`src/rtl/seg_pkg.sv`:
```
// Shared types and constants for the binary-to-BCD encoder and the display driver.
package seg_pkg;

  typedef enum logic [1:0] {
    IDLE  = 2'd0,
    SHIFT = 2'd1,
    DONE  = 2'd2
  } state_e;

  localparam int unsigned BCD_W   = 10;
  localparam int unsigned DIG_W   = 4;
  localparam int unsigned SCR_W   = 16;
  localparam int unsigned NUM_DIG = SCR_W / DIG_W;
  localparam int unsigned MAX_MAG = 399;

  localparam logic [BCD_W-1:0] SAT_BCD = 10'h399;

endpackage

```
`src/rtl/bcd_digit_adj.sv`:
```
// Double-dabble correction for one BCD digit: add 3 when the digit is 5 or more.
module bcd_digit_adj
  import seg_pkg::*;
(
  input  logic [DIG_W-1:0] digit,
  output logic [DIG_W-1:0] adj_c
);

  assign adj_c = (digit >= DIG_W'(5)) ? DIG_W'(digit + DIG_W'(3)) : digit;

endmodule

```
`src/rtl/bin_to_bcd_encoder.sv`:
```
// Signed binary to 3-digit BCD magnitude converter, one bit per cycle (double dabble),
// with a latched sign and saturation to 399 on overflow.
module bin_to_bcd_encoder
  import seg_pkg::*;
#(
  parameter int unsigned DATA_W = 12
) (
  input  logic              clk,
  input  logic              rst,
  input  logic              start,
  input  logic [DATA_W-1:0] value,
  output logic              ready,
  output logic              done,
  output logic [BCD_W-1:0]  bcd_digit,
  output logic              sign,
  output logic              overflow
);

  localparam int unsigned CNT_W = $clog2(DATA_W + 1);

  state_e             state_q, state_d;
  logic [DATA_W-1:0]  bin_q;
  logic [DATA_W-1:0]  mag_c;
  logic [SCR_W-1:0]   scr_q;
  logic [SCR_W-1:0]   scr_adj_c;
  logic [SCR_W-1:0]   scr_shift_c;
  logic [CNT_W-1:0]   cnt_q;
  logic               sign_lat_q;
  logic               ovf_lat_q;
  logic               accept_c;
  logic               last_c;

  // Two's-complement magnitude; the most negative value maps to 2^(DATA_W-1) unsigned.
  assign mag_c = value[DATA_W-1] ? DATA_W'(~value + DATA_W'(1)) : value;

  assign accept_c = (state_q == IDLE) && start;
  assign last_c   = (state_q == SHIFT) && (cnt_q == CNT_W'(DATA_W - 1));

  for (genvar g = 0; g < NUM_DIG; g++) begin : g_adj
    bcd_digit_adj u_adj (
      .digit (scr_q[g*DIG_W +: DIG_W]),
      .adj_c (scr_adj_c[g*DIG_W +: DIG_W])
    );
  end

  // Corrected scratch shifted left, pulling in the binary MSB.
  assign scr_shift_c = SCR_W'({scr_adj_c, bin_q[DATA_W-1]});

  always_comb begin
    state_d = state_q;
    case (state_q)
      IDLE:    if (start) state_d = SHIFT;
      SHIFT:   if (cnt_q == CNT_W'(DATA_W - 1)) state_d = DONE;
      DONE:    state_d = IDLE;
      default: state_d = IDLE;
    endcase
  end

  always_ff @(posedge clk) begin
    if (rst) begin
      state_q <= IDLE;
      ready   <= 1'b1;
      done    <= 1'b0;
    end else begin
      state_q <= state_d;
      ready   <= (state_d == IDLE);
      done    <= (state_d == DONE);
    end
  end

  always_ff @(posedge clk) begin
    if (rst) begin
      bin_q      <= '0;
      scr_q      <= '0;
      cnt_q      <= '0;
      sign_lat_q <= 1'b0;
      ovf_lat_q  <= 1'b0;
      bcd_digit  <= '0;
      sign       <= 1'b0;
      overflow   <= 1'b0;
    end else if (accept_c) begin
      bin_q      <= mag_c;
      scr_q      <= '0;
      cnt_q      <= '0;
      sign_lat_q <= value[DATA_W-1];
      ovf_lat_q  <= (32'(mag_c) > MAX_MAG);
    end else if (state_q == SHIFT) begin
      scr_q <= scr_shift_c;
      bin_q <= {bin_q[DATA_W-2:0], 1'b0};
      cnt_q <= CNT_W'(cnt_q + CNT_W'(1));
      if (last_c) begin
        bcd_digit <= ovf_lat_q ? SAT_BCD : scr_shift_c[BCD_W-1:0];
        sign      <= sign_lat_q;
        overflow  <= ovf_lat_q;
      end
    end
  end

endmodule

```
`config.mk`:
```
export PLATFORM = sky130hd
export DESIGN_NAME = bin_to_bcd_encoder
export DESIGN_NICKNAME = d
export VERILOG_FILES = /design/src/rtl/seg_pkg.sv /design/src/rtl/bcd_digit_adj.sv /design/src/rtl/bin_to_bcd_encoder.sv
export SDC_FILE = /design/constraint.sdc
export NUM_CORES = 1
export LEC_CHECK = 0
export ABC_AREA = 1
export BUFFER_PORTS_ARGS = -buffer_cell sky130_fd_sc_hd__buf_2
export CORE_MARGIN = 2
export CORE_UTILIZATION = 60
export DETAILED_ROUTE_END_ITERATION = 16
export PLACE_DENSITY = 0.93
export SYNTH_ARGS = -nofsm -noshare
export SYNTH_HDL_FRONTEND = slang
export SYNTH_SLANG_ARGS = --single-unit
```
`constraint.sdc`:
```
create_clock -name clk -period 3.2 [get_ports clk]
set_input_delay 0.48 -clock clk [delete_from_list [all_inputs] [get_ports clk]]
set_output_delay 0.48 -clock clk [all_outputs]
set_load 0.02 [all_outputs]
```
# ---- Word level (Yosys, flattened, before mapping)
# Cells that the tools add are included.
dict set report word_totals {
  ff_bits 50
  in_bits 15
  output_inout_bits 14
  word_cells 45
}
dict set report op_classes {
  addsub 6
  magnitude_cmp 5
  eq_ne 3
  muxes 11
  n_bitwise 2
  reduce_logical 7
}
# op count
set ops {}
lappend ops {{$mux W12} 3}
lappend ops {{$ge A4 B3 Y1 const B} 4}
lappend ops {{$add A12 B1 Y12 const B} 1}
lappend ops {{$add A4 B2 Y4 const B} 3}
lappend ops {{$gt A12 B9 Y1 const B} 1}
lappend ops {{$mux W4} 3}
lappend ops {{$not A12 Y12} 1}
lappend ops {{$mux W10} 1}
lappend ops {{$add A4 B1 Y4 const B} 1}
lappend ops {{$eq A4 B4 Y1 const B} 1}
lappend ops {{$logic_not A2 Y1} 2}
lappend ops {{$mux W2} 2}
lappend ops {{$pmux W2 S2} 1}
lappend ops {{$add A3 B2 Y3 const B} 1}
lappend ops {{$mux W3} 1}
lappend ops {{$reduce_and A3 Y1} 1}
lappend ops {{$eq A2 B1 Y1 const B} 1}
lappend ops {{$eq A2 B2 Y1 const B} 1}
lappend ops {{$logic_and A1 B1 Y1} 2}
lappend ops {{$reduce_bool A2 Y1} 1}
lappend ops {{$reduce_or A2 Y1} 1}
lappend ops {{$not A1 Y1} 1}

# ---- Depth between registers and ports, before layout
dict set report depth {
  depth_word 4
  ltp_mapped 12
}

# ---- Cells and area by module
# Synthesis repeated with hierarchy kept, for this count alone.
dict set report hier_totals {
  hier_cells 354
  hier_area_um2 2493.6
}
# module instances cells_per_inst area_per_inst_um2
set modules_own_cells {}
lappend modules_own_cells {bin_to_bcd_encoder 1 285 2088.3}
lappend modules_own_cells {bcd_digit_adj 3 23 135.1}

# ---- Worst setup path before layout
# No wires, ideal clock.
dict set report synth_path {
  path_type {in2reg}
  startpoint {input port value[0]}
  endpoint {register ovf_lat_q}
  arrival_time_ps 1304
  required_ps 3130
  slack_ps 1827
  stages 12
  path_cell_list {inv_1 ha_1 nand2_1 nor2_1 nand2_1 nand2_1 nand2_1 nand2_1 nand2_1 inv_1 nand2_1 a21oi_1}
}
dict set report synth_between {
  elab_chain_len 4
}
# element line
set synth_lines {}
lappend synth_lines {{start, declared} bin_to_bcd_encoder.sv:11} ;# input logic [DATA_W-1:0] value,
lappend synth_lines {{$not A12 Y12} bin_to_bcd_encoder.sv:34} ;# assign mag_c = value[DATA_W-1] ? DATA_W'(~value + DATA_W'(1)) : value;
lappend synth_lines {{$add A12 B1 Y12} bin_to_bcd_encoder.sv:34}
lappend synth_lines {{$mux W12 (*)} bin_to_bcd_encoder.sv:34}
lappend synth_lines {{$gt A12 B9 Y1 (*)} bin_to_bcd_encoder.sv:86} ;# ovf_lat_q <= (32'(mag_c) > MAX_MAG);
lappend synth_lines {{end signal, assigned} bin_to_bcd_encoder.sv:86}
lappend synth_lines {{end, declared} bin_to_bcd_encoder.sv:29} ;# logic ovf_lat_q;
# Every way passes the cells marked *; elsewhere a longest branch is shown, timed or not.
# A chain may end at the register's enable or synchronous reset.

# ---- Final worst setup path
dict set report layout_path {
  startpoint {register state_q[1]}
  endpoint {register bcd_digit[6]}
}
dict set report layout_between {
  elab_chain_len 4
  elab_cells_between_ends 6
  classes_between {1 x eq/ne; 1 x bitwise; 4 x reduce/logical}
}
# element line
set layout_lines {}
lappend layout_lines {{start, declared} bin_to_bcd_encoder.sv:21} ;# state_e state_q, state_d;
lappend layout_lines {{start signal, assigned} bin_to_bcd_encoder.sv:65} ;# state_q <= state_d;
lappend layout_lines {{$logic_not A2 Y1} bin_to_bcd_encoder.sv:36} ;# assign accept_c = (state_q == IDLE) && start;
lappend layout_lines {{$logic_and A1 B1 Y1} bin_to_bcd_encoder.sv:36}
lappend layout_lines {{$not A1 Y1 (no source line)} --}
lappend layout_lines {{$reduce_and A3 Y1 (no source line) (*)} --}
lappend layout_lines {{end signal, assigned} bin_to_bcd_encoder.sv:92} ;# bcd_digit <= ovf_lat_q ? SAT_BCD : scr_shift_c[BCD_W-1:0];
lappend layout_lines {{end, declared} bin_to_bcd_encoder.sv:14} ;# output logic [BCD_W-1:0] bcd_digit,
# Marks and branches as above.

==> implementation parameters <==
Parameter                              Value

Global routing
  Largest net degree at the start of global routing ... 24
  Total routing usage reported by global routing ... 0.2418
  Initial antenna violation count ... 0
  Total gr overflow ... 0
  First-pass GRT wire length ... 8.224 mm
  Via count of the first global-routing pass ... ~1900

Setup path
  Cell count of the worst reg-to-reg path ... 7
  Worst path top cell family by delay ... simple AND/OR/NAND/NOR gates
  Cell chain of the critical path ... nor2_4 -> inv_4 -> nor2_8 -> nand2_4 -> clkinv_2 -> nand2_1 -> a21oi_1
  Arrival time of data at the critical path endpoint ... 1.88 ns
  Delay of the slowest cell on the worst path ... about 0.45 ns
  Crit path required time ... ~3.4 ns
  Reg2Reg Capture Point ... bcd_digit[6]$_SDFFE_PP0P_
  Crit. End Element ... flip-flop
  Reg2Reg Launch Point ... state_q[1]$_SDFF_PP0_
  Type of origin of the critical path ... flip-flop
  CP max stage cell ... sky130_fd_sc_hd__nor2_4
  Instance count on the critical path ... 7
  FF-to-FF setup slack ... 1.55 ns
  Number of buffers and inverters on the critical path ... 2
  Kind of critical path ... reg -> reg
  Highest fanout seen on the critical path ... 23

Clock network
  Clock Tree Root ... sky130_fd_sc_hd__clkbuf_8
  Post-CTS setup repair buffer count ... 0
  Bufs on Longest Clock Path ... 2
  CTS clock-pin slew for the worst setup and hold paths ... about 0.09 ns
  Number of clock sinks ... 46
  Clock Latency Late Sink ... between 0.3 and 0.4 ns
  H-Tree Level Count ... 2
  Number of hold-repair buffers added at the cts stage ... 0
  CTS tree ... built
  CTS-repair resized insts ... 0
  CTS Buf Count ... 5

Place
  DPL Wire Length ... approximately 3.6 mm
  Buffers added on ports ... 28
  Final weighted congestion in routability-driven placement ... ~0.81

Logic synthesis
  Share of async-settable or async-resettable flops after synthesis ... 0
  Post-synth EDFFs ... 0
  Mapped Avg Cell Area ... around 7.1 um2
  Compound-cell area share of the yosys netlist ... 0.1923
  Combinational family with the most area after synthesis ... simple AND/OR/NAND/NOR gates
  Number of distinct library cell variants in the gate-level netlist after synthesis ... 31
  Primary FF master, synth ... sky130_fd_sc_hd__dfxtp_1
  Number of nets produced by synthesis ... between 300 and 400
  Synth Register Bits ... 46
  Share of the yosys chip area belonging to registers ... 0.3942
  Cell area after synthesis ... around 2300 um2
  Leading cell types by count after synthesis ... sky130_fd_sc_hd__nand2_1 (82), sky130_fd_sc_hd__dfxtp_1 (46), sky130_fd_sc_hd__inv_1 (44)
  Post-synth top area cell ... sky130_fd_sc_hd__dfxtp_1
  Share of the synthesized netlist area taken by xor and xnor gates ... 0.01875
  Multiplexer area fraction after synthesis ... 0
  Simple-gate share of the synthesized area ... 0.2448
  Cell types with the largest area share after synthesis ... sky130_fd_sc_hd__dfxtp_1 (39%), sky130_fd_sc_hd__nand2_1 (13%), sky130_fd_sc_hd__a21oi_1 (7.1%)
  Library cell with the highest instance count after synthesis ... sky130_fd_sc_hd__nand2_1
  Yosys warning count ... 0
  Mapped Cells ... approximately 330
  Area share of fa/ha/maj cells after synthesis ... 0.04285
  Top cell type's share of synthesized area ... 0.3942

STA
  Aggregate negative setup slack ... 0 ns
  Tightest hold margin ... about 0.44 ns
  Final count of negative-setup-slack endpoints ... 0
  Number of pins exceeding their max-slew limit in the final report ... 0
  Period utilisation layout ... 0.5144
  Worst-Margin Slew ... ~0.53 ns
  Final Hold Violating Endpoints ... 0
  RSZ-0062 raised after global routing ... false
  Clock period minus worst slack ... 1.646 ns
  Max Clock Skew ... between 0.01 and 0.015 ns
  Worst-case headroom to the max-slew limit ... 0.6448
  Achievable Freq ... roughly 0.61 GHz

Hold path
  WHS Endpoint ... bin_q[0]$_SDFFE_PP0P_
  Min-Delay Path Depth ... 3
  Class of the tightest hold or removal check ... in -> reg
  Hold path startpoint ... value[0]

Floorplan
  Width of the chip ... ~66 um
  Overall die height ... ~66 um
  Std-Cell Rows ... 22
  Area of the core region ... between 3000 and 4000 um2
  Effective utilization at floorplan ... 0.6333
  Count of pins on the block boundary ... 29
  Total Die Area ... 4408 um2

Finish
  Seq. cell area ... 920.9 um2
  Fillers ... 309
  Share of post-route cells with drive strength above 1 ... 0.1437
  Layout overhead on the synthesized area ... 10.02%
  NumNets Final ... roughly 380
  Multi-input combinational cell area ... around 1200 um2
  Count of antenna diodes in the layout ... 0

Power and ir drop
  Fraction of power consumed by the clock network ... 0.317
  Pwr/cell area ... 438.4 nW/um2
  Comb pwr share ... 0.143
  Internal ... between 0.0008 and 0.0009 W
  VDD IR-drop max ... 0.2621 mV
  Flop pwr share ... 0.541
  Leak pwr ... about 1.2 nW
  Switch share ... 0.2882
  Switching component of the power ... between 0.0003 and 0.0004 W

Drt
  Detailed Route WL ... approximately 4.7 mm
  Routed vias/inst ... approximately 5.2
  Detailed Routing Iterations Pass 1 ... 4
  Average wire length per cell after detail routing ... between 10 and 15 um
  Detailed-route via count ... roughly 2100
  Number of routed nets with antenna violations ... 0
  Drt initial violations ... 97
  Number of remaining DRC errors ... 0

Status
  Run status ... complete, no violations

Job
  Max-cap violation count ... 0
[how the worst max path moves through the flow]
stage                               start                   endpoint  slack, ns
floorplan                        value[0]     ovf_lat_q$_SDFFE_PP0P_       1.83
global placement                 value[0]     ovf_lat_q$_SDFFE_PP0P_       1.60
detailed placement  state_q[1]$_SDFF_PP0_  bcd_digit[6]$_SDFFE_PP0P_       1.54
CTS                 state_q[1]$_SDFF_PP0_  bcd_digit[6]$_SDFFE_PP0P_       1.54
global route        state_q[0]$_SDFF_PP0_  bcd_digit[6]$_SDFFE_PP0P_       1.42
finish              state_q[1]$_SDFF_PP0_  bcd_digit[6]$_SDFFE_PP0P_       1.55
[worst register-to-register path: cells and delay by family, from the launching register on]
| family | cells | cell delay, ns |
|---|---|---|
| AND/OR/NAND/NOR | 4 | 0.81 |
| flip-flops | 1 | 0.35 |
| buffers and inverters | 2 | 0.29 |
| AO/OA/AOI/OAI | 1 | 0.14 |
[sequential cells by signal, summed over array words and instances, names as in the netlist, 2 cells and up]
register,flops
bin_q,12
scr_q,12
state_q,2
cnt_q,4
bcd_digit,10
[through the flow]
step / setup WS, ns / utilization / area [um2] / power [W] / cells
global route: 1.424 / 0.6967 / 2570 / 0.001180 / 403
floorplan: 1.827 / - / 2336 / 0.0007468 / 329
detailed placement: 1.540 / 0.6723 / 2480 / 0.0007821 / 395
finish: 1.554 / 0.6967 / 2570 / 0.001127 / 403
CTS: 1.543 / 0.6967 / 2570 / 0.001129 / 403
global placement: 1.602 / 0.6723 / 2480 / 0.0007764 / 395
[cell type report]
| type | count | area share |
|---|---|---|
| clock inverter | 3 | 0.008277 |
| timing repair buffer | 28 | 0.05453 |
| inverter | 50 | 0.07546 |
| tap | 48 | 0.02337 |
| sequential | 46 | 0.3583 |
| clock buffer | 5 | 0.02678 |
| multi-input combinational | 223 | 0.4533 |
[kinds of logic after synthesis]
group	Yosys count
AND/OR/NAND/NOR	131
AO/OA/AOI/OAI	79
buffers and inverters	60
flip-flops	46
adder cells (fa/ha/maj)	8
XOR/XNOR	5
[placed cells by master, fill, tap and decap left out, types with 5 or more instances in the layout]
master	instances
sky130_fd_sc_hd__xor2_1	5
sky130_fd_sc_hd__o21ai_1	5
sky130_fd_sc_hd__nand2_1	82
sky130_fd_sc_hd__dfxtp_1	46
sky130_fd_sc_hd__nor2_1	24
sky130_fd_sc_hd__buf_2	28
sky130_fd_sc_hd__clkbuf_8	5
sky130_fd_sc_hd__a21oi_1	33
sky130_fd_sc_hd__ha_1	8
sky130_fd_sc_hd__inv_1	44
sky130_fd_sc_hd__o21ai_0	21
sky130_fd_sc_hd__nand3_1	15
sky130_fd_sc_hd__o211ai_1	6
[power by group through the flow]
stage | combinational (W) | clock [W] | sequential, W
after global placement | 0.000155 | 0 | 0.000622
after detailed placement | 0.000160 | 0 | 0.000622
final | 0.000161 | 0.000357 | 0.000609
after CTS | 0.000161 | 0.000359 | 0.000609
after global routing | 0.000186 | 0.000382 | 0.000612
after floorplan | 0.000126 | 0 | 0.000620
[metal layers]
metal / track usage / part of all wire / up-vias
li1: - / - / 1120
met1: 0.3011 / 0.45 / 929
met2: 0.4138 / 0.49 / 42
met3: 0.04600 / 0.041 / 6
met4: 0.08673 / 0.017 / 0
met5: 0 / 0 / -
Note: power is estimated with default switching activity, not from simulation.
